--- config.mk ---
export PLATFORM = sky130hd
export DESIGN_NAME = mem_port_arbiter_flat
export DESIGN_NICKNAME = d
export VERILOG_FILES = /design/src/rtl/mem_port_arbiter_pkg.sv /design/src/rtl/mem_port_arbiter_if.sv /design/src/rtl/mem_port_arbiter_checker.sv /design/src/rtl/mem_port_arbiter.sv /design/src/flat_wrapper.sv
export SDC_FILE = /design/constraint.sdc
export NUM_CORES = 1
export LEC_CHECK = 0
export CAP_MARGIN = 20
export CORE_AREA = 2 2 109 111
export DETAILED_ROUTE_END_ITERATION = 12
export DIE_AREA = 0 0 111 113
export DONT_BUFFER_PORTS = 1
export GPL_ROUTABILITY_DRIVEN = 1
export PLACE_DENSITY = 0.73
export REMOVE_ABC_BUFFERS = 1
export SKIP_LAST_GASP = 1
export SYNTH_ARGS = -nofsm -noshare
export SYNTH_HDL_FRONTEND = slang
export SYNTH_SLANG_ARGS = --single-unit
--- constraint.sdc ---
create_clock -name clk -period 4 [get_ports clk]
set_input_delay 0.4 -clock clk [delete_from_list [all_inputs] [get_ports clk]]
set_output_delay 0.4 -clock clk [all_outputs]
set_load 0.02 [all_outputs]
--- src/rtl/mem_port_arbiter_pkg.sv ---
// mem_port_arbiter_pkg
//   Shared constants for the unified instruction/data memory port arbiter:
//   default memory geometry, the NOP returned on fetch faults, RISC-V
//   load/store funct3 codes and the fetch/data phase encodings.
package mem_port_arbiter_pkg;

  localparam int          ADDR_W    = 9;
  localparam int          MEM_BYTES = 512;
  localparam logic [31:0] NOP_INSTR = 32'h0000_0033;

  typedef logic [2:0] funct3_t;

  // Loads and stores share width encodings; the we bit tells them apart.
  localparam funct3_t F3_LB  = 3'b000;
  localparam funct3_t F3_LH  = 3'b001;
  localparam funct3_t F3_LW  = 3'b010;
  localparam funct3_t F3_LBU = 3'b100;
  localparam funct3_t F3_LHU = 3'b101;
  localparam funct3_t F3_SB  = 3'b000;
  localparam funct3_t F3_SH  = 3'b001;
  localparam funct3_t F3_SW  = 3'b010;

  localparam logic [0:0] PH_FETCH = 1'b0;
  localparam logic [0:0] PH_DATA  = 1'b1;

endpackage

--- src/rtl/mem_port_arbiter_if.sv ---
// mem_port_arbiter_if
//   Data request/response handshake between the pipeline (master) and the
//   memory port arbiter (slave).
//   dreq_valid/ready, dreq_we, dreq_addr, dreq_funct3, dreq_wdata : request
//   dresp_valid, dresp_rdata, dresp_fault                        : response
interface mem_port_arbiter_if;
  import mem_port_arbiter_pkg::*;

  logic        dreq_valid;
  logic        dreq_ready;
  logic        dreq_we;
  logic [31:0] dreq_addr;
  funct3_t     dreq_funct3;
  logic [31:0] dreq_wdata;
  logic        dresp_valid;
  logic [31:0] dresp_rdata;
  logic        dresp_fault;

  modport master (
    output dreq_valid, dreq_we, dreq_addr, dreq_funct3, dreq_wdata,
    input  dreq_ready, dresp_valid, dresp_rdata, dresp_fault
  );

  modport slave (
    input  dreq_valid, dreq_we, dreq_addr, dreq_funct3, dreq_wdata,
    output dreq_ready, dresp_valid, dresp_rdata, dresp_fault
  );

endinterface

--- src/rtl/mem_port_arbiter_checker.sv ---
// mem_access_checker
//   Combinational legality check for one memory access.
//   funct3, addr, we : access description (we=1 store, we=0 load)
//   fault            : undefined funct3, misaligned, or beyond memory
//   size             : access size in bytes (1, 2 or 4)
module mem_access_checker #(
  parameter int ADDR_W    = mem_port_arbiter_pkg::ADDR_W,
  parameter int MEM_BYTES = mem_port_arbiter_pkg::MEM_BYTES
) (
  input  logic [2:0]  funct3,
  input  logic [31:0] addr,
  input  logic        we,
  output logic        fault,
  output logic [2:0]  size
);
  import mem_port_arbiter_pkg::*;

  logic        legal;
  logic        misalign;
  logic        out_of_range;
  logic [32:0] end_addr;

  always_comb begin
    size  = 3'd4;
    legal = 1'b0;
    if (we) begin
      case (funct3)
        F3_SB:   begin size = 3'd1; legal = 1'b1; end
        F3_SH:   begin size = 3'd2; legal = 1'b1; end
        F3_SW:   begin size = 3'd4; legal = 1'b1; end
        default: begin size = 3'd4; legal = 1'b0; end
      endcase
    end else begin
      case (funct3)
        F3_LB, F3_LBU: begin size = 3'd1; legal = 1'b1; end
        F3_LH, F3_LHU: begin size = 3'd2; legal = 1'b1; end
        F3_LW:         begin size = 3'd4; legal = 1'b1; end
        default:       begin size = 3'd4; legal = 1'b0; end
      endcase
    end

    misalign = ((size == 3'd2) && addr[0]) ||
               ((size == 3'd4) && (addr[1:0] != 2'b00));

    // 33-bit sum so an address near 2^32 cannot wrap back into range.
    end_addr     = {1'b0, addr} + 33'(size) - 33'd1;
    out_of_range = (addr[31:ADDR_W] != '0) || (end_addr >= 33'(MEM_BYTES));

    fault = !legal || misalign || out_of_range;
  end

endmodule

--- src/rtl/mem_port_arbiter.sv ---
// mem_port_arbiter
//   Time-multiplexes the single-port byte memory between instruction fetch
//   and data load/store. The phase output doubles as the memory clk_slow.
//   clk, rst                     : clock, async active-low reset
//   pc, if_hold                  : fetch address, fetch capture freeze
//   dbus                         : data request/response handshake (slave)
//   instr_q/valid/fault          : captured instruction and status
//   fetch_phase                  : 1 during the fetch phase
//   mem_addr/read/write/funct3/wdata, mem_rdata, mem_inst : memory side
//
//   state    | meaning
//   ---------+----------------------------------------------------------
//   PH_FETCH | port addresses pc; instruction captured on closing edge
//   PH_DATA  | port serves a pending data request; response next cycle
module mem_port_arbiter #(
  parameter int          ADDR_W    = mem_port_arbiter_pkg::ADDR_W,
  parameter int          MEM_BYTES = mem_port_arbiter_pkg::MEM_BYTES,
  parameter logic [31:0] NOP_INSTR = mem_port_arbiter_pkg::NOP_INSTR
) (
  input  logic                clk,
  input  logic                rst,
  mem_port_arbiter_if.slave   dbus,
  input  logic [31:0]         pc,
  input  logic                if_hold,
  output logic [31:0]         instr_q,
  output logic                instr_valid,
  output logic                instr_fault,
  output logic                fetch_phase,
  output logic [ADDR_W-1:0]   mem_addr,
  output logic                mem_read,
  output logic                mem_write,
  output logic [2:0]          mem_funct3,
  output logic [31:0]         mem_wdata,
  input  logic [31:0]         mem_rdata,
  input  logic [31:0]         mem_inst
);
  import mem_port_arbiter_pkg::*;

  logic [0:0] state;
  logic       fetch_fault;
  logic [2:0] fetch_size;
  logic       data_fault;
  logic [2:0] data_size;
  logic       accept;

  always_ff @(posedge clk or negedge rst) begin
    if (!rst) begin
      state <= PH_FETCH;
    end else begin
      state <= (state == PH_FETCH) ? PH_DATA : PH_FETCH;
    end
  end

  assign fetch_phase     = (state == PH_FETCH);
  assign dbus.dreq_ready = (state == PH_DATA);
  assign accept          = dbus.dreq_valid && dbus.dreq_ready;

  // Instruction fetch is checked as a word load at pc.
  mem_access_checker #(
    .ADDR_W    (ADDR_W),
    .MEM_BYTES (MEM_BYTES)
  ) u_fetch_chk (
    .funct3 (F3_LW),
    .addr   (pc),
    .we     (1'b0),
    .fault  (fetch_fault),
    .size   (fetch_size)
  );

  mem_access_checker #(
    .ADDR_W    (ADDR_W),
    .MEM_BYTES (MEM_BYTES)
  ) u_data_chk (
    .funct3 (dbus.dreq_funct3),
    .addr   (dbus.dreq_addr),
    .we     (dbus.dreq_we),
    .fault  (data_fault),
    .size   (data_size)
  );

  // Strobes derive from the async-reset state register, so asserting rst
  // drops mem_write immediately and aborts a store in flight.
  always_comb begin
    mem_addr   = pc[ADDR_W-1:0];
    mem_read   = 1'b0;
    mem_write  = 1'b0;
    mem_funct3 = F3_LW;
    mem_wdata  = '0;
    if (state == PH_DATA) begin
      mem_addr   = dbus.dreq_addr[ADDR_W-1:0];
      mem_funct3 = dbus.dreq_funct3;
      mem_wdata  = dbus.dreq_wdata;
      if (accept && !data_fault) begin
        mem_read  = !dbus.dreq_we;
        mem_write = dbus.dreq_we;
      end
    end
  end

  // instr_fault describes the instruction currently held in instr_q.
  always_ff @(posedge clk or negedge rst) begin
    if (!rst) begin
      instr_q     <= NOP_INSTR;
      instr_valid <= 1'b0;
      instr_fault <= 1'b0;
    end else if ((state == PH_FETCH) && !if_hold) begin
      instr_valid <= 1'b1;
      if (fetch_fault) begin
        instr_q     <= NOP_INSTR;
        instr_fault <= 1'b1;
      end else begin
        instr_q     <= mem_inst;
        instr_fault <= 1'b0;
      end
    end else begin
      instr_valid <= 1'b0;
    end
  end

  // Response data/fault hold their last values between pulses.
  always_ff @(posedge clk or negedge rst) begin
    if (!rst) begin
      dbus.dresp_valid <= 1'b0;
      dbus.dresp_rdata <= '0;
      dbus.dresp_fault <= 1'b0;
    end else begin
      dbus.dresp_valid <= accept;
      if (accept) begin
        dbus.dresp_fault <= data_fault;
        dbus.dresp_rdata <= (!dbus.dreq_we && !data_fault) ? mem_rdata : 32'h0;
      end
    end
  end

  a_fetch_size : assert property (@(posedge clk) disable iff (!rst)
    fetch_size == 3'd4);

  a_data_size : assert property (@(posedge clk) disable iff (!rst)
    (accept && !data_fault) |-> (data_size inside {3'd1, 3'd2, 3'd4}));

endmodule

--- src/flat_wrapper.sv ---
// flat-port wrapper written by rule: the top's interface ports become plain ports
module mem_port_arbiter_flat import mem_port_arbiter_pkg::*;
#(
  parameter int          ADDR_W    = mem_port_arbiter_pkg::ADDR_W,
  parameter int          MEM_BYTES = mem_port_arbiter_pkg::MEM_BYTES,
  parameter logic [31:0] NOP_INSTR = mem_port_arbiter_pkg::NOP_INSTR
)
  (clk, rst, pc, if_hold, instr_q, instr_valid, instr_fault, fetch_phase, mem_addr, mem_read, mem_write, mem_funct3, mem_wdata, mem_rdata, mem_inst, dbus_dreq_valid, dbus_dreq_we, dbus_dreq_addr, dbus_dreq_funct3, dbus_dreq_wdata, dbus_dreq_ready, dbus_dresp_valid, dbus_dresp_rdata, dbus_dresp_fault);
  mem_port_arbiter_if dbus_i ();
  input  logic clk;
  input  logic rst;
  input  logic [31:0] pc;
  input  logic if_hold;
  output logic [31:0] instr_q;
  output logic instr_valid;
  output logic instr_fault;
  output logic fetch_phase;
  output logic [ADDR_W-1:0] mem_addr;
  output logic mem_read;
  output logic mem_write;
  output logic [2:0] mem_funct3;
  output logic [31:0] mem_wdata;
  input  logic [31:0] mem_rdata;
  input  logic [31:0] mem_inst;
  input wire logic [$bits(dbus_i.dreq_valid)-1:0] dbus_dreq_valid;
  input wire logic [$bits(dbus_i.dreq_we)-1:0] dbus_dreq_we;
  input wire logic [$bits(dbus_i.dreq_addr)-1:0] dbus_dreq_addr;
  input wire logic [$bits(dbus_i.dreq_funct3)-1:0] dbus_dreq_funct3;
  input wire logic [$bits(dbus_i.dreq_wdata)-1:0] dbus_dreq_wdata;
  output wire logic [$bits(dbus_i.dreq_ready)-1:0] dbus_dreq_ready;
  output wire logic [$bits(dbus_i.dresp_valid)-1:0] dbus_dresp_valid;
  output wire logic [$bits(dbus_i.dresp_rdata)-1:0] dbus_dresp_rdata;
  output wire logic [$bits(dbus_i.dresp_fault)-1:0] dbus_dresp_fault;
  assign dbus_i.dreq_valid = dbus_dreq_valid;
  assign dbus_i.dreq_we = dbus_dreq_we;
  assign dbus_i.dreq_addr = dbus_dreq_addr;
  assign dbus_i.dreq_funct3 = dbus_dreq_funct3;
  assign dbus_i.dreq_wdata = dbus_dreq_wdata;
  assign dbus_dreq_ready = dbus_i.dreq_ready;
  assign dbus_dresp_valid = dbus_i.dresp_valid;
  assign dbus_dresp_rdata = dbus_i.dresp_rdata;
  assign dbus_dresp_fault = dbus_i.dresp_fault;
  mem_port_arbiter #(.ADDR_W(ADDR_W), .MEM_BYTES(MEM_BYTES), .NOP_INSTR(NOP_INSTR)) u_core (.clk(clk), .rst(rst), .dbus(dbus_i), .pc(pc), .if_hold(if_hold), .instr_q(instr_q), .instr_valid(instr_valid), .instr_fault(instr_fault), .fetch_phase(fetch_phase), .mem_addr(mem_addr), .mem_read(mem_read), .mem_write(mem_write), .mem_funct3(mem_funct3), .mem_wdata(mem_wdata), .mem_rdata(mem_rdata), .mem_inst(mem_inst));
endmodule
# == Word-level counts from Yosys, hierarchy flattened ==
# Index checks and enable logic that the tools add are counted.
# totals
word_cells,63
regBits,69
in_bits,168
out_inout_bits,116
# classes
bitwise_logic,1
add_sub_neg,4
eq_ne,6
muxes,18
n_reduce_logical,25
order_cmp,2
# op_table
op,n
$mux W32,3
$ge A33 B10 Y1 const B,2
$sub A33 B1 Y33 const B,2
$reduce_bool A23 Y1,2
$add A32 B3 Y33,1
$add A32 B3 Y33 const B,1
$pmux W3 S2,2
$mux W1,10
$eq A3 B3 Y1 const B,3
$mux W9,1
$eq A3 B2 Y1 const B,2
$logic_and A1 B1 Y1,6
$logic_or A1 B1 Y1,6
$mux W3,2
$reduce_or A5 Y1,1
$logic_not A1 Y1,4
$reduce_bool A2 Y1,2
$reduce_or A2 Y1,2
$eq A3 B1 Y1 const B,1
$logic_not A3 Y1,1
$reduce_or A3 Y1,1
$not A1 Y1,1

# == Logic depth before layout (Yosys ltp) ==
# logic_depth
ltp_word,13
mapped_depth,18
mapped_depth_nobuf,16

# == Hierarchy ==
# Synthesis repeated with hierarchy kept, for this count alone.
# unflattened
cells_unflattened,965
hier_area_um2,7850.0
# modules_own_cells
module,seq_area_each_um2,area_per_inst_um2,n_inst,cells_per_inst
mem_port_arbiter,1731.7,3180.6,1,278
mem_access_checker at u_core.u_data_chk,0.0,2496.1,1,366
mem_access_checker at u_core.u_fetch_chk,0.0,2173.3,1,321

# == Worst setup path after synthesis ==
# No wires, ideal clock.
# synth_timing
path_type,input port to output port
start,in dbus_dreq_we
end,out mem_read
n_path_buf,1
required_time_ns,3.600
t_arrival_ns,4.007
path_slack_ns,-0.407
path_stages,17
cell_sequence,clkbuf_1 a21oi_1 nand2_1 ha_1 inv_1 ha_1 inv_1 fa_1 nor2b_1 o31ai_2 a2111oi_0 o311ai_1 nand3_1 xor2_1 nor4b_1 and4b_1 nor2b_1
# synth_between
elab_chain_cells,10
elab_cells_between_ends,19
classes_between,add/sub (2); order compare (1); eq/ne (2); mux (4); reduce/logical (10)
# synth_rtl
item,line_no,rtl
from (decl),flat_wrapper.sv:26,input wire logic [$bits(dbus_i.dreq_we)-1:0] dbus_dreq_we;
$mux W3,mem_port_arbiter_checker.sv:26,if (we) begin
"$add A32 B3 Y33, or another cell as far along",mem_port_arbiter_checker.sv:46,"end_addr = {1'b0, addr} + 33'(size) - 33'd1;"
"$sub A33 B1 Y33, or another cell as far along",mem_port_arbiter_checker.sv:46,
$ge A33 B10 Y1 or $logic_or A1 B1 Y1 (tied branches),"mem_port_arbiter_checker.sv:47, mem_port_arbiter_checker.sv:42",
"$logic_or A1 B1 Y1, on equally long branches","mem_port_arbiter_checker.sv:47, mem_port_arbiter_checker.sv:49",
$logic_or A1 B1 Y1,mem_port_arbiter_checker.sv:49,fault = !legal || misalign || out_of_range;
$logic_not A1 Y1,mem_port_arbiter.sv:93,if (accept && !data_fault) begin
$logic_and A1 B1 Y1,mem_port_arbiter.sv:93,
$mux W1 (*),mem_port_arbiter.sv:93,
$mux W1 (*),mem_port_arbiter.sv:89,if (state == PH_DATA) begin
to (decl),flat_wrapper.sv:19,output logic mem_read;
# Mark *: on every way between the ends. The rest lies on a longest branch, timed or not.

# == Final worst setup path ==
# Same ends and word-level chain as after synthesis.

==> implementation parameters <==
Parameter                              Value

Routing
  Number of nets with antenna violations after routing    0
  Average routed wire per standard cell    24.00 um
  Remaining DRCs    0
  Final Routed Wirelength    21290 um
  Vias per inst    6.711
  DRC violation total after the first TritonRoute iteration    471
  Pre-Repair DR Iteration Count    6
  Vias after detailed routing    around 6000

Worst setup path
  Data required time at the worst endpoint    3600 ps
  Crit path largest cell delay    roughly 500 ps
  Reg-to-Reg End    u_core.dbus.dresp_rdata[4]
  End of the critical path    mem_read
  CP max stage cell    sky130_fd_sc_hd__or3b_2
  Crit-path cells    a21oi_4, buf_4, ha_1, inv_1, ha_1, a211oi_2, buf_4, o211ai_1, a221oi_2, or3b_2, a211oi_2, o211ai_1, nor4_2, and4b_2, nor2b_4, buf_6
  Worst Setup Start Kind    input pin
  Depth of the worst register-to-register path    10
  Setup crit start    dbus_dreq_we
  Buffers & Inverters on Critical Path    4
  Critical path start-end classification    input pin to output pin
  Slack of the worst reg-to-reg path    between 1000 and 1500 ps
  Critical register-to-register path startpoint    u_core.dbus.dreq_ready
  Critical-path maximum fanout    35
  Total number of cells along the worst setup path    16
  Family with the most delay on the worst path    simple AND/OR/NAND/NOR gates
  Type of element capturing the critical path    output pin
  CP Data Arrival Time    3690 ps

Floorplan
  Starting density of the core    about 55%
  Die footprint    roughly 13000 um^2
  Height of the chip    ~110 um
  Horizontal die dimension    111 um
  Number of top-level pins    284
  Row count    39
  Placeable core region    11270 um^2

CTS
  Clock Latency Late Sink    330 ps
  TritonCTS clock tree    yes
  Root Buffer    sky130_fd_sc_hd__clkbuf_16
  Largest buffer count on any clock path    2
  Clock slew at reported path FFs    60 ps
  CTS H-tree lvls    3
  CTS Buf Count    9
  TritonCTS sink count    69

Timing
  Final number of max-transition violations    0
  Number of failing hold endpoints at the final stage    0
  Normalized max-slew margin    a little under two fifths
  Worst hold slack    167.2 ps
  Total of endpoints with negative setup slack in the final report    2
  Portion of the clock cycle consumed by the worst path in the final layout    102.3%
  Transition at the pin with the smallest max-transition slack    between 900 and 1000 ps
  RSZ-0062 raised after global routing    true
  Final clock skew    5.647 ps
  Worst Setup Slack, final    -92.57 ps
  Fmax    244.3 MHz
  Setup tns final    -110.5 ps
  Final min period    roughly 4000 ps

Power and ir drop
  Power per cell area    303.8 nW/um^2
  Max VDD drop    approximately 0.00031 V
  Lkg Pwr    ~3.4 nW

Layout
  Number of cells in the finished layout apart from fillers    a little under 900
  Number of fillers in the final layout    967
  Relative area change from synthesis to final layout    15.81%
  Share of final-layout standard cells stronger than drive strength 1    22.37%
  Total Nets Final    between 900 and 1000
  Utilization after layout    63.99%

Synth
  Proportion of register bits with asynchronous set or reset after synthesis    100.0%
  Number of synthesized flops with an enable pin    0
  Mean post-synth cell area    about 8.8 um^2
  Netlist cell types    84
  Sequential fraction of the synthesis area    27.80%
  Seq cells post-synth    69
  Cell count after synthesis    710
  Flip-flop cell with the highest count after synthesis    sky130_fd_sc_hd__dfrtp_1
  Yosys Warn Count    0
  Post-synth design cell area    6228 um^2

GRT
  Total overflow reported by the global router    0
  Initial antenna violation count    2
  Number of global-route vias before repair    6029
  Global-route wire length before repair    32350 um
  Maximum number of pins on one net before global-route repair    70
  Global Route Usage Sum    32.82%

Worst hold path
  Worst Hold Class    input pin to register

Job
  Max-capacitance violation count    0

Outcome
  Violations in the final reports    negative setup slack
  Outcome    finished with violations

Place
  Weighted congestion reported at the end of routability-driven placement    roughly 0.99
  Count of input and output buffers    0
  Worst-case setup slack after placement    -484.0 ps
  Estimated wirelength of the detail-placed design    17060 um
  # placed instances    around 860
-- Yosys cell counts (4+ instances only) --
library cell	n	area, um^2
sky130_fd_sc_hd__a2111o_1	4	45.04
sky130_fd_sc_hd__a211oi_1	7	52.55
sky130_fd_sc_hd__a21o_1	9	67.56
sky130_fd_sc_hd__a21oi_1	32	160.2
sky130_fd_sc_hd__a221oi_1	4	35.03
sky130_fd_sc_hd__a22o_1	30	262.8
sky130_fd_sc_hd__and2_1	39	244.0
sky130_fd_sc_hd__and3_1	7	43.79
sky130_fd_sc_hd__buf_2	8	40.04
sky130_fd_sc_hd__clkbuf_1	18	67.56
sky130_fd_sc_hd__dfrtp_1	65	1627
sky130_fd_sc_hd__dfstp_2	4	105.1
sky130_fd_sc_hd__ha_1	45	563.0
sky130_fd_sc_hd__inv_1	89	334.1
sky130_fd_sc_hd__mux2_2	11	123.9
sky130_fd_sc_hd__mux2i_1	6	60.06
sky130_fd_sc_hd__nand2_1	58	217.7
sky130_fd_sc_hd__nand2b_1	15	93.84
sky130_fd_sc_hd__nand3_1	12	60.06
sky130_fd_sc_hd__nand4_1	10	62.56
sky130_fd_sc_hd__nor2_1	32	120.1
sky130_fd_sc_hd__nor2b_1	9	56.30
sky130_fd_sc_hd__nor3_1	10	50.05
sky130_fd_sc_hd__nor3b_1	5	37.54
sky130_fd_sc_hd__nor4_1	14	87.58
sky130_fd_sc_hd__o211a_1	4	40.04
sky130_fd_sc_hd__o211ai_1	7	52.55
sky130_fd_sc_hd__o21ai_0	25	125.1
sky130_fd_sc_hd__o21ai_1	4	20.02
sky130_fd_sc_hd__o32a_1	4	40.04
sky130_fd_sc_hd__o41ai_2	30	488.0
sky130_fd_sc_hd__or3_1	8	50.05
sky130_fd_sc_hd__or4_1	4	30.03
-- worst register-to-register path: cells and delay by family (launching register included) --
kind	cells	cell delay, ps
AOI/OAI and AO/OA	2	530
buffers and inverters	2	470
DFF	1	360
and+or+nand+nor	6	1400
-- layout make-up --
type / count / area, um^2 / share of cell area, %
repair buffers: 51 / 449.2 / 6.227
well taps: 143 / 178.9 / 2.480
diodes: 2 / 5.005 / 0.06938
inverters: 89 / 336.6 / 4.666
clock inverters: 7 / 82.58 / 1.145
clock buffers: 9 / 225.2 / 3.122
multi-input cells: 517 / 4204 / 58.28
flip-flops and latches: 69 / 1732 / 24.01
-- flip-flops by register name (all words and copies together) (netlist names) --
register                 flops
u_core.dbus.dresp_rdata     32
u_core.instr_q              32
u_core.dbus.dreq_ready       1
u_core.dbus.dresp_fault      1
u_core.dbus.dresp_valid      1
u_core.instr_fault           1
u_core.instr_valid           1
-- worst min path at each step --
stage,start,end,cells after the start
6_report,dbus_dreq_we,u_core.dbus.dresp_rdata[12],1
3_5_place_dp,rst,u_core.instr_q[8],0
2_1_floorplan,rst,u_core.dbus.dreq_ready,0
5_1_grt,dbus_dreq_we,u_core.dbus.dresp_rdata[12],1
3_3_place_gp,rst,u_core.instr_q[28],0
4_1_cts,dbus_dreq_we,u_core.dbus.dresp_rdata[31],1
-- per-stage QoR --
stage,power (mW),instance area (um^2)
finish,2.192,7213
global route,2.289,7211
CTS,2.156,6999
detailed placement,1.310,6560
global placement,1.306,6560
floorplan,1.129,6051
-- power breakdown --
part           switching [mW]  internal [mW]  total [mW]
Clock                   0.316          0.492       0.808
Combinational           0.430          0.254       0.684
Sequential           0.000921          0.699       0.700
-- metal layers --
| layer | GRT usage, % | vias up | share of wire (%) |
|---|---|---|---|
| li1 | - | 2655 | - |
| met1 | 35.63 | 2852 | 35 |
| met2 | 59.55 | 384 | 51 |
| met3 | 11.14 | 62 | 10 |
| met4 | 12.17 | 0 | 3.9 |
| met5 | 0 | - | 0 |
-- layout by cell type, fill, tap and decap left out, drive strengths merged, types with 4 or more instances in the layout --
cell type	instances
a2111o	4
a2111oi	4
a211oi	9
a21o	9
a21oi	32
a221oi	4
a22o	30
and2	39
and3	7
buf	50
clkbuf	9
dfrtp	65
dfstp	4
ha	45
inv	92
mux2	11
mux2i	6
nand2	59
nand2b	16
nand3	13
nand4	10
nor2	32
nor2b	9
nor3	10
nor3b	5
nor4	15
o211a	4
o211ai	7
o21ai	29
o32a	4
o41ai	32
or3	8
or4	5
-- repair_timing --
action                                 CTS  global route
cloned                                   0             0
setup endpoints to repair                4            34
buffers inserted                         2             6
pin swaps                                7            20
hold buffers                             2             0
endpoints found under the hold margin   69             0
resized for setup                       16            30
-- cells by family (layout without fill, tap and decap cells) --
family                   count (synthesis)  in the layout  share of synthesized area (%)
adder cells (fa/ha/maj)                 46             46                          9.361
XOR/XNOR                                 4              4                         0.5626
multiplexers                            17             17                          2.953
buffers and inverters                  124            156                          8.216
AO/OA/AOI/OAI                          205            205                          29.05
flip-flops                              69             69                          27.80
other                                    0              2                              0
AND/OR/NAND/NOR                        245            245                          22.06
(Power assumes the default switching activity.)
